`src/rtl/alu_seq_ctrl.sv`:
```
`default_nettype none
// ============================================================================
//  Module      : alu_seq_ctrl (with embedded alu4)
//  Description : Sequencing controller around a 4-bit combinational ALU and
//                a small register file. It accepts reg-reg or reg-imm
//                instructions, executes them, writes the result back and
//                returns the result and flags over valid/ready handshakes.
//  Revision    : 1.0 - initial release
// ============================================================================

// ----------------------------------------------------------------------------
// 4-bit combinational ALU: ADD/SUB/AND/OR/XOR/SLT. Any other opcode produces
// a zero result, which sets the zero flag and leaves the SLT flag clear.
// ----------------------------------------------------------------------------
module alu4 (
    input  logic [2:0] op,
    input  logic [3:0] a,
    input  logic [3:0] b,
    output logic [3:0] result,
    output logic       zero_flag,
    output logic       slt_flag
);

    localparam logic [2:0] c_OP_ADD = 3'b000;
    localparam logic [2:0] c_OP_SUB = 3'b001;
    localparam logic [2:0] c_OP_AND = 3'b010;
    localparam logic [2:0] c_OP_OR  = 3'b011;
    localparam logic [2:0] c_OP_XOR = 3'b100;
    localparam logic [2:0] c_OP_SLT = 3'b101;

    // Result and flags. ADD and SUB wrap at 4 bits; SLT is a signed compare.
    always_comb begin
        result   = 4'd0;
        slt_flag = 1'b0;
        case (op)
            c_OP_ADD: result = a + b;
            c_OP_SUB: result = a - b;
            c_OP_AND: result = a & b;
            c_OP_OR:  result = a | b;
            c_OP_XOR: result = a ^ b;
            c_OP_SLT: begin
                slt_flag = ($signed(a) < $signed(b));
                result   = {3'b000, slt_flag};
            end
            default:  result = 4'd0;
        endcase
        zero_flag = (result == 4'd0);
    end

endmodule

// ----------------------------------------------------------------------------
// Controller: IDLE accepts an instruction and captures its operands, EXEC
// latches the ALU outputs and writes back, and RESP holds the response until
// the consumer takes it.
// ----------------------------------------------------------------------------
module alu_seq_ctrl #(
    parameter int REG_ADDR_W = 2,
    parameter int CNT_W      = 8
) (
    input  logic                  clk,
    input  logic                  rst,
    input  logic                  instr_valid,
    output logic                  instr_ready,
    input  logic [2:0]            instr_op,
    input  logic [REG_ADDR_W-1:0] instr_rd,
    input  logic [REG_ADDR_W-1:0] instr_rs1,
    input  logic [REG_ADDR_W-1:0] instr_rs2,
    input  logic                  instr_imm_sel,
    input  logic [3:0]            instr_imm,
    output logic                  res_valid,
    input  logic                  res_ready,
    output logic [3:0]            res_data,
    output logic                  res_zero,
    output logic                  res_slt,
    output logic                  res_err,
    output logic [REG_ADDR_W-1:0] res_rd,
    output logic                  err_sticky,
    input  logic                  clr_err,
    output logic [CNT_W-1:0]      op_count,
    output logic                  busy,
    input  logic [REG_ADDR_W-1:0] dbg_addr,
    output logic [3:0]            dbg_data
);

    localparam int          c_NREGS   = 1 << REG_ADDR_W;
    localparam logic [1:0]  c_IDLE    = 2'd0;
    localparam logic [1:0]  c_EXEC    = 2'd1;
    localparam logic [1:0]  c_RESP    = 2'd2;
    localparam logic [CNT_W-1:0] c_CNT_MAX = {CNT_W{1'b1}};
    localparam logic [CNT_W-1:0] c_CNT_ONE = CNT_W'(1);

    logic [1:0]            r_state;
    logic [1:0]            w_next_state;
    logic [3:0]            r_regs [0:c_NREGS-1];

    logic [2:0]            r_op;
    logic [REG_ADDR_W-1:0] r_rd;
    logic                  r_err;
    logic [3:0]            r_a;
    logic [3:0]            r_b;

    logic [3:0]            r_res_data;
    logic                  r_res_zero;
    logic                  r_res_slt;
    logic                  r_res_err;
    logic [REG_ADDR_W-1:0] r_res_rd;
    logic                  r_err_sticky;
    logic [CNT_W-1:0]      r_op_count;

    logic [3:0]            w_alu_result;
    logic                  w_alu_zero;
    logic                  w_alu_slt;
    logic                  w_accept;
    logic                  w_exec_done;
    logic                  w_resp_done;

    alu4 u_alu (
        .op        (r_op),
        .a         (r_a),
        .b         (r_b),
        .result    (w_alu_result),
        .zero_flag (w_alu_zero),
        .slt_flag  (w_alu_slt)
    );

    assign w_accept    = (r_state == c_IDLE) && instr_valid;
    assign w_exec_done = (r_state == c_EXEC);
    assign w_resp_done = (r_state == c_RESP) && res_ready;

    // State register.
    always_ff @(posedge clk or posedge rst) begin
        if (rst) r_state <= c_IDLE;
        else     r_state <= w_next_state;
    end

    // Next-state: one cycle in EXEC, RESP waits for the consumer.
    always_comb begin
        w_next_state = r_state;
        case (r_state)
            c_IDLE:  if (instr_valid) w_next_state = c_EXEC;
            c_EXEC:  w_next_state = c_RESP;
            c_RESP:  if (res_ready) w_next_state = c_IDLE;
            default: w_next_state = c_IDLE;
        endcase
    end

    // Handshake and status outputs decoded from the state.
    always_comb begin
        instr_ready = (r_state == c_IDLE);
        res_valid   = (r_state == c_RESP);
        busy        = (r_state != c_IDLE);
    end

    // Capture opcode, destination and both operands at the accept edge.
    always_ff @(posedge clk or posedge rst) begin
        if (rst) begin
            r_op  <= 3'd0;
            r_rd  <= '0;
            r_err <= 1'b0;
            r_a   <= 4'd0;
            r_b   <= 4'd0;
        end else if (w_accept) begin
            r_op  <= instr_op;
            r_rd  <= instr_rd;
            r_err <= (instr_op > 3'b101);
            r_a   <= r_regs[instr_rs1];
            r_b   <= instr_imm_sel ? instr_imm : r_regs[instr_rs2];
        end
    end

    // Register file; written at the end of EXEC unless the opcode was illegal.
    always_ff @(posedge clk or posedge rst) begin
        if (rst) begin
            for (int i = 0; i < c_NREGS; i++) r_regs[i] <= 4'd0;
        end else if (w_exec_done && !r_err) begin
            r_regs[r_rd] <= w_alu_result;
        end
    end

    // Response registers, loaded at the end of EXEC and held through RESP.
    always_ff @(posedge clk or posedge rst) begin
        if (rst) begin
            r_res_data <= 4'd0;
            r_res_zero <= 1'b0;
            r_res_slt  <= 1'b0;
            r_res_err  <= 1'b0;
            r_res_rd   <= '0;
        end else if (w_exec_done) begin
            r_res_data <= w_alu_result;
            r_res_zero <= w_alu_zero;
            r_res_slt  <= w_alu_slt;
            r_res_err  <= r_err;
            r_res_rd   <= r_rd;
        end
    end

    // Sticky error: an illegal opcode setting it has priority over a clear.
    always_ff @(posedge clk or posedge rst) begin
        if (rst)                      r_err_sticky <= 1'b0;
        else if (w_exec_done && r_err) r_err_sticky <= 1'b1;
        else if (clr_err)             r_err_sticky <= 1'b0;
    end

    // Completed-response counter, saturating at all ones.
    always_ff @(posedge clk or posedge rst) begin
        if (rst) begin
            r_op_count <= '0;
        end else if (w_resp_done && (r_op_count != c_CNT_MAX)) begin
            r_op_count <= r_op_count + c_CNT_ONE;
        end
    end

    assign res_data   = r_res_data;
    assign res_zero   = r_res_zero;
    assign res_slt    = r_res_slt;
    assign res_err    = r_res_err;
    assign res_rd     = r_res_rd;
    assign err_sticky = r_err_sticky;
    assign op_count   = r_op_count;
    assign dbg_data   = r_regs[dbg_addr];

endmodule
`default_nettype wire

```
`config.mk`:
```
export PLATFORM = sky130hd
export DESIGN_NAME = alu_seq_ctrl
export DESIGN_NICKNAME = d
export VERILOG_FILES = /design/src/rtl/alu_seq_ctrl.sv
export SDC_FILE = /design/constraint.sdc
export NUM_CORES = 1
export LEC_CHECK = 0
export BUFFER_PORTS_ARGS = -buffer_cell sky130_fd_sc_hd__buf_2
export CAP_MARGIN = 20
export CORE_ASPECT_RATIO = 0.9
export CORE_MARGIN = 3
export CORE_UTILIZATION = 45
export DETAILED_ROUTE_END_ITERATION = 6
export PLACE_DENSITY = 0.68
export SLEW_MARGIN = 20
export SYNTH_ARGS = -nofsm -noshare
export SYNTH_HDL_FRONTEND = slang
export SYNTH_HIERARCHICAL = 1
export SYNTH_SLANG_ARGS = --single-unit
```
`constraint.sdc`:
```
create_clock -name clk -period 2.3 [get_ports clk]
set_clock_uncertainty 0.2 [all_clocks]
set_input_delay 0 -clock clk [delete_from_list [all_inputs] [get_ports clk]]
set_output_delay 0 -clock clk [all_outputs]
set_load 0.01 [all_outputs]
```
==> flow_metrics.env <==
export IMPL_finalSetupViolCount=5
export IMPL_layout_drive_gt1_share=0.452
export IMPL_crit_path_max_incr_delay_ns=0.43
export IMPL_grtUsageMet1=0.259
export IMPL_p_leak_nw=1.76
export IMPL_cp_max_fo=5
export IMPL_die_height_um=81.5
export IMPL_rows=26
export IMPL_instances_no_fill=407
export IMPL_vias=2180
export IMPL_outcome="complete, but fails checks"
export IMPL_dpl_hpwl_um=4590
export IMPL_first_pass_iters=4
export IMPL_cts_buffer_depth=2
export IMPL_core_area_um2=5890
export IMPL_worstSkewPairLatency_ns=0.30
export IMPL_start_kind="register"
export IMPL_cts_htree_levels=2
export IMPL_rsz0062_at_grt="true"
export IMPL_n_antenna_cell=0
export IMPL_post_route_worst_setup_slack_ns=-0.0327
export IMPL_synth_avg_cell_area_um2=12.0
export IMPL_pre_cts_slack_ns=-0.157
export IMPL_hp_class="in -> reg"
export IMPL_vdd_drop_max_mv=0.696
export IMPL_busiest_layer="met2"
export IMPL_internal_power_mw=3.08
export IMPL_seqPwrFrac=0.327
export IMPL_yosys_warnings=6
export IMPL_critPathRequiredTime_ns=2.29
export IMPL_drtAntennaViolNets=0
export IMPL_fillers=472
export IMPL_grt_usage=0.182
export IMPL_relSlewSlack=0.578
export IMPL_crit_path_end_kind="register"
export IMPL_syn_nets=274
export IMPL_dpl_cell_area_um2=3270
export IMPL_synthTopCellsByArea="dfrtp_1, mux2_2, mux4_2"
export IMPL_antenna_found_initial=0
export IMPL_worst_pin_slew_ns=0.632
export IMPL_initial_utilization=0.484
export IMPL_drv_slew=0
export IMPL_cts_sinks=50
export IMPL_ys_ff_latch=50
export IMPL_p_switching_mw=1.97
export IMPL_crit_type="reg -> reg"
export IMPL_pin_count=46
export IMPL_synth_seq_area_share=0.439
export IMPL_drt_iter0_drc=156
export IMPL_combPwrFrac=0.547
export IMPL_routedWlPerCell_um=15.7
export IMPL_grt_max_degree=51
export IMPL_period_minus_slack_ns=2.33
export IMPL_synthTopCellsByCount="dfrtp_1, mux2_2, inv_1"
export IMPL_drc=0
export IMPL_netlist_area_um2=2850
export IMPL_postRouteWirelength_um=6400
export IMPL_grtUsageMet2=0.289
export IMPL_drv_cap=0
export IMPL_dieWidth_um=89.9
export IMPL_whs_ns=0.0647
export IMPL_p_clk_frac=0.125
export IMPL_io_buffers=45
export IMPL_synth_most_common_cell="dfrtp_1"
export IMPL_nets=359
export IMPL_synth_edf_count=0
export IMPL_routed_via_density=5.36
export IMPL_cts_root_buf="clkbuf_8"
export IMPL_cts_made_buffers=5
export IMPL_switching_share=0.390
export IMPL_yosys_area_top_type="dfrtp_1"
export IMPL_period_share=1.01
export IMPL_syn_to_final_growth_pct=29.6
export IMPL_final_area_um2=3690
export IMPL_synth_top_cell_area_share=0.439
export IMPL_place_congestion=0.915
export IMPL_use_met3=0.0339
export IMPL_fin_tns_setup_ns=-0.128
export IMPL_tritoncts="built"
export IMPL_critPathSlowestCell="dfrtp_1"
export IMPL_fin_util=0.627
export IMPL_grt_overflow=0
export IMPL_synthCells=238
export IMPL_fmax_mhz=429
export IMPL_synth_ff_type="dfrtp_1"
export IMPL_path_cells="ha_2, fa_1, mux2i_1, nor2_1, a31oi_1, a21oi_2, buf_4, mux2_4"
export IMPL_grt_pass1_vias=2085
export IMPL_dp_cells=377
export IMPL_failed_checks="setup timing"
export IMPL_synth_cell_types=44
export IMPL_dieArea_um2=7320
export IMPL_path_clk_slew_ns=0.09
export IMPL_hold_viol=0
export IMPL_power_mw=5.04
export IMPL_cp_arrival_ns=2.33
export IMPL_grt_first_pass_wirelength_um=10600
export IMPL_power_per_cell_area_nw_per_um2=1370
export IMPL_synth_async_reset_ratio=1.00
## cell type report
type	count	area, um2	share of cell area
clock inverter	1	30.0	0.00814
inverter	17	63.8	0.0173
tap	84	105	0.0285
multi-input combinational	164	1590	0.430
timing repair buffer	85	571	0.155
sequential	50	1250	0.339
clock buffer	6	82.6	0.0224
## cells in the final DEF (no fill, tap or decap), types with 3 or more instances in the layout
master         netlist  layout
dfrtp_1             50      50
a211oi_1             3       3
buf_4                0      22
a222oi_1             4       4
nor2b_1              3       3
mux2_4               4       7
inv_2                1       4
clkbuf_8             0       6
nand3_1              5       5
mux2_2              39      36
ha_4                 0       3
nand3b_1             3       3
ha_1                13       9
nand2_1             12      12
nor3_1               4       4
buf_2                4      45
o21ai_0              6       5
nand2b_1             4       4
dlygate4sd3_1        0      18
a21oi_1              9       6
a21oi_2              0       3
mux2i_1              5       5
inv_1               16      13
mux4_2               8       8
nor2_1              12      12
## per-layer routing
metal	up-vias	wire length [um]
met5	-	0
met4	0	87
met3	9	318
met2	64	3020
met1	1071	2970
li1	1036	-
## cells by family after synthesis
group	count (synthesis)	synth area share
AO/OA/AOI/OAI	34	0.0804
XOR/XNOR	4	0.0123
adder cells (fa/ha/maj)	15	0.0712
buffers and inverters	24	0.0360
flip-flops	50	0.439
multiplexers	56	0.256
AND/OR/NAND/NOR	55	0.105
## power groups by stage
stage,clock network (mW),registers (mW),logic [mW]
after global routing,0.684,1.71,3.01
final,0.632,1.65,2.76
after CTS,0.652,1.64,2.61
after global placement,0,1.63,2.39
after detailed placement,0,1.66,2.41
after floorplan,0,1.59,1.61
## final timing paths
path / start / cells after the start / to / slack [ns]
max: r_b[0] / 8 / r_regs[13] / -0.03
min: instr_rs1[0] / 3 / r_a[0] / 0.06
max reg2reg: r_b[0] / 8 / r_regs[13] / -0.03
min reg2reg: res_err / 2 / res_err / 0.28
max in group asynchronous: rst / 4 / res_data[0] / 1.28
min in group asynchronous: rst / 4 / r_a[3] / 0.20
## sequential cells by signal, summed over array words and instances, names as in the netlist
name and count:
r_regs 16, op_count 8, r_a 4, r_b 4, res_data 4, r_op 3
r_rd 2, r_state 2, res_rd 2, err_sticky 1, r_err 1, res_err 1
res_slt 1, res_zero 1
## worst max-delay path, delay by kind of cell (launching register included)
kind	cells	cell delay, ns
AO/OA/AOI/OAI	2	0.33
adder cells (fa/ha/maj)	2	0.63
flip-flops	1	0.43
AND/OR/NAND/NOR	1	0.06
buffers and inverters	1	0.17
multiplexers	2	0.40
## repair_timing
action                                  4_1_cts  5_1_grt
gates resized for setup                      12        7
hold buffers                                 18        0
setup buffers                                 3        2
cloned                                        0        0
pin swaps                                     8        4
hold endpoints to repair                     68        0
endpoints found under the setup margin       16       16
(Power assumes the default switching activity.)
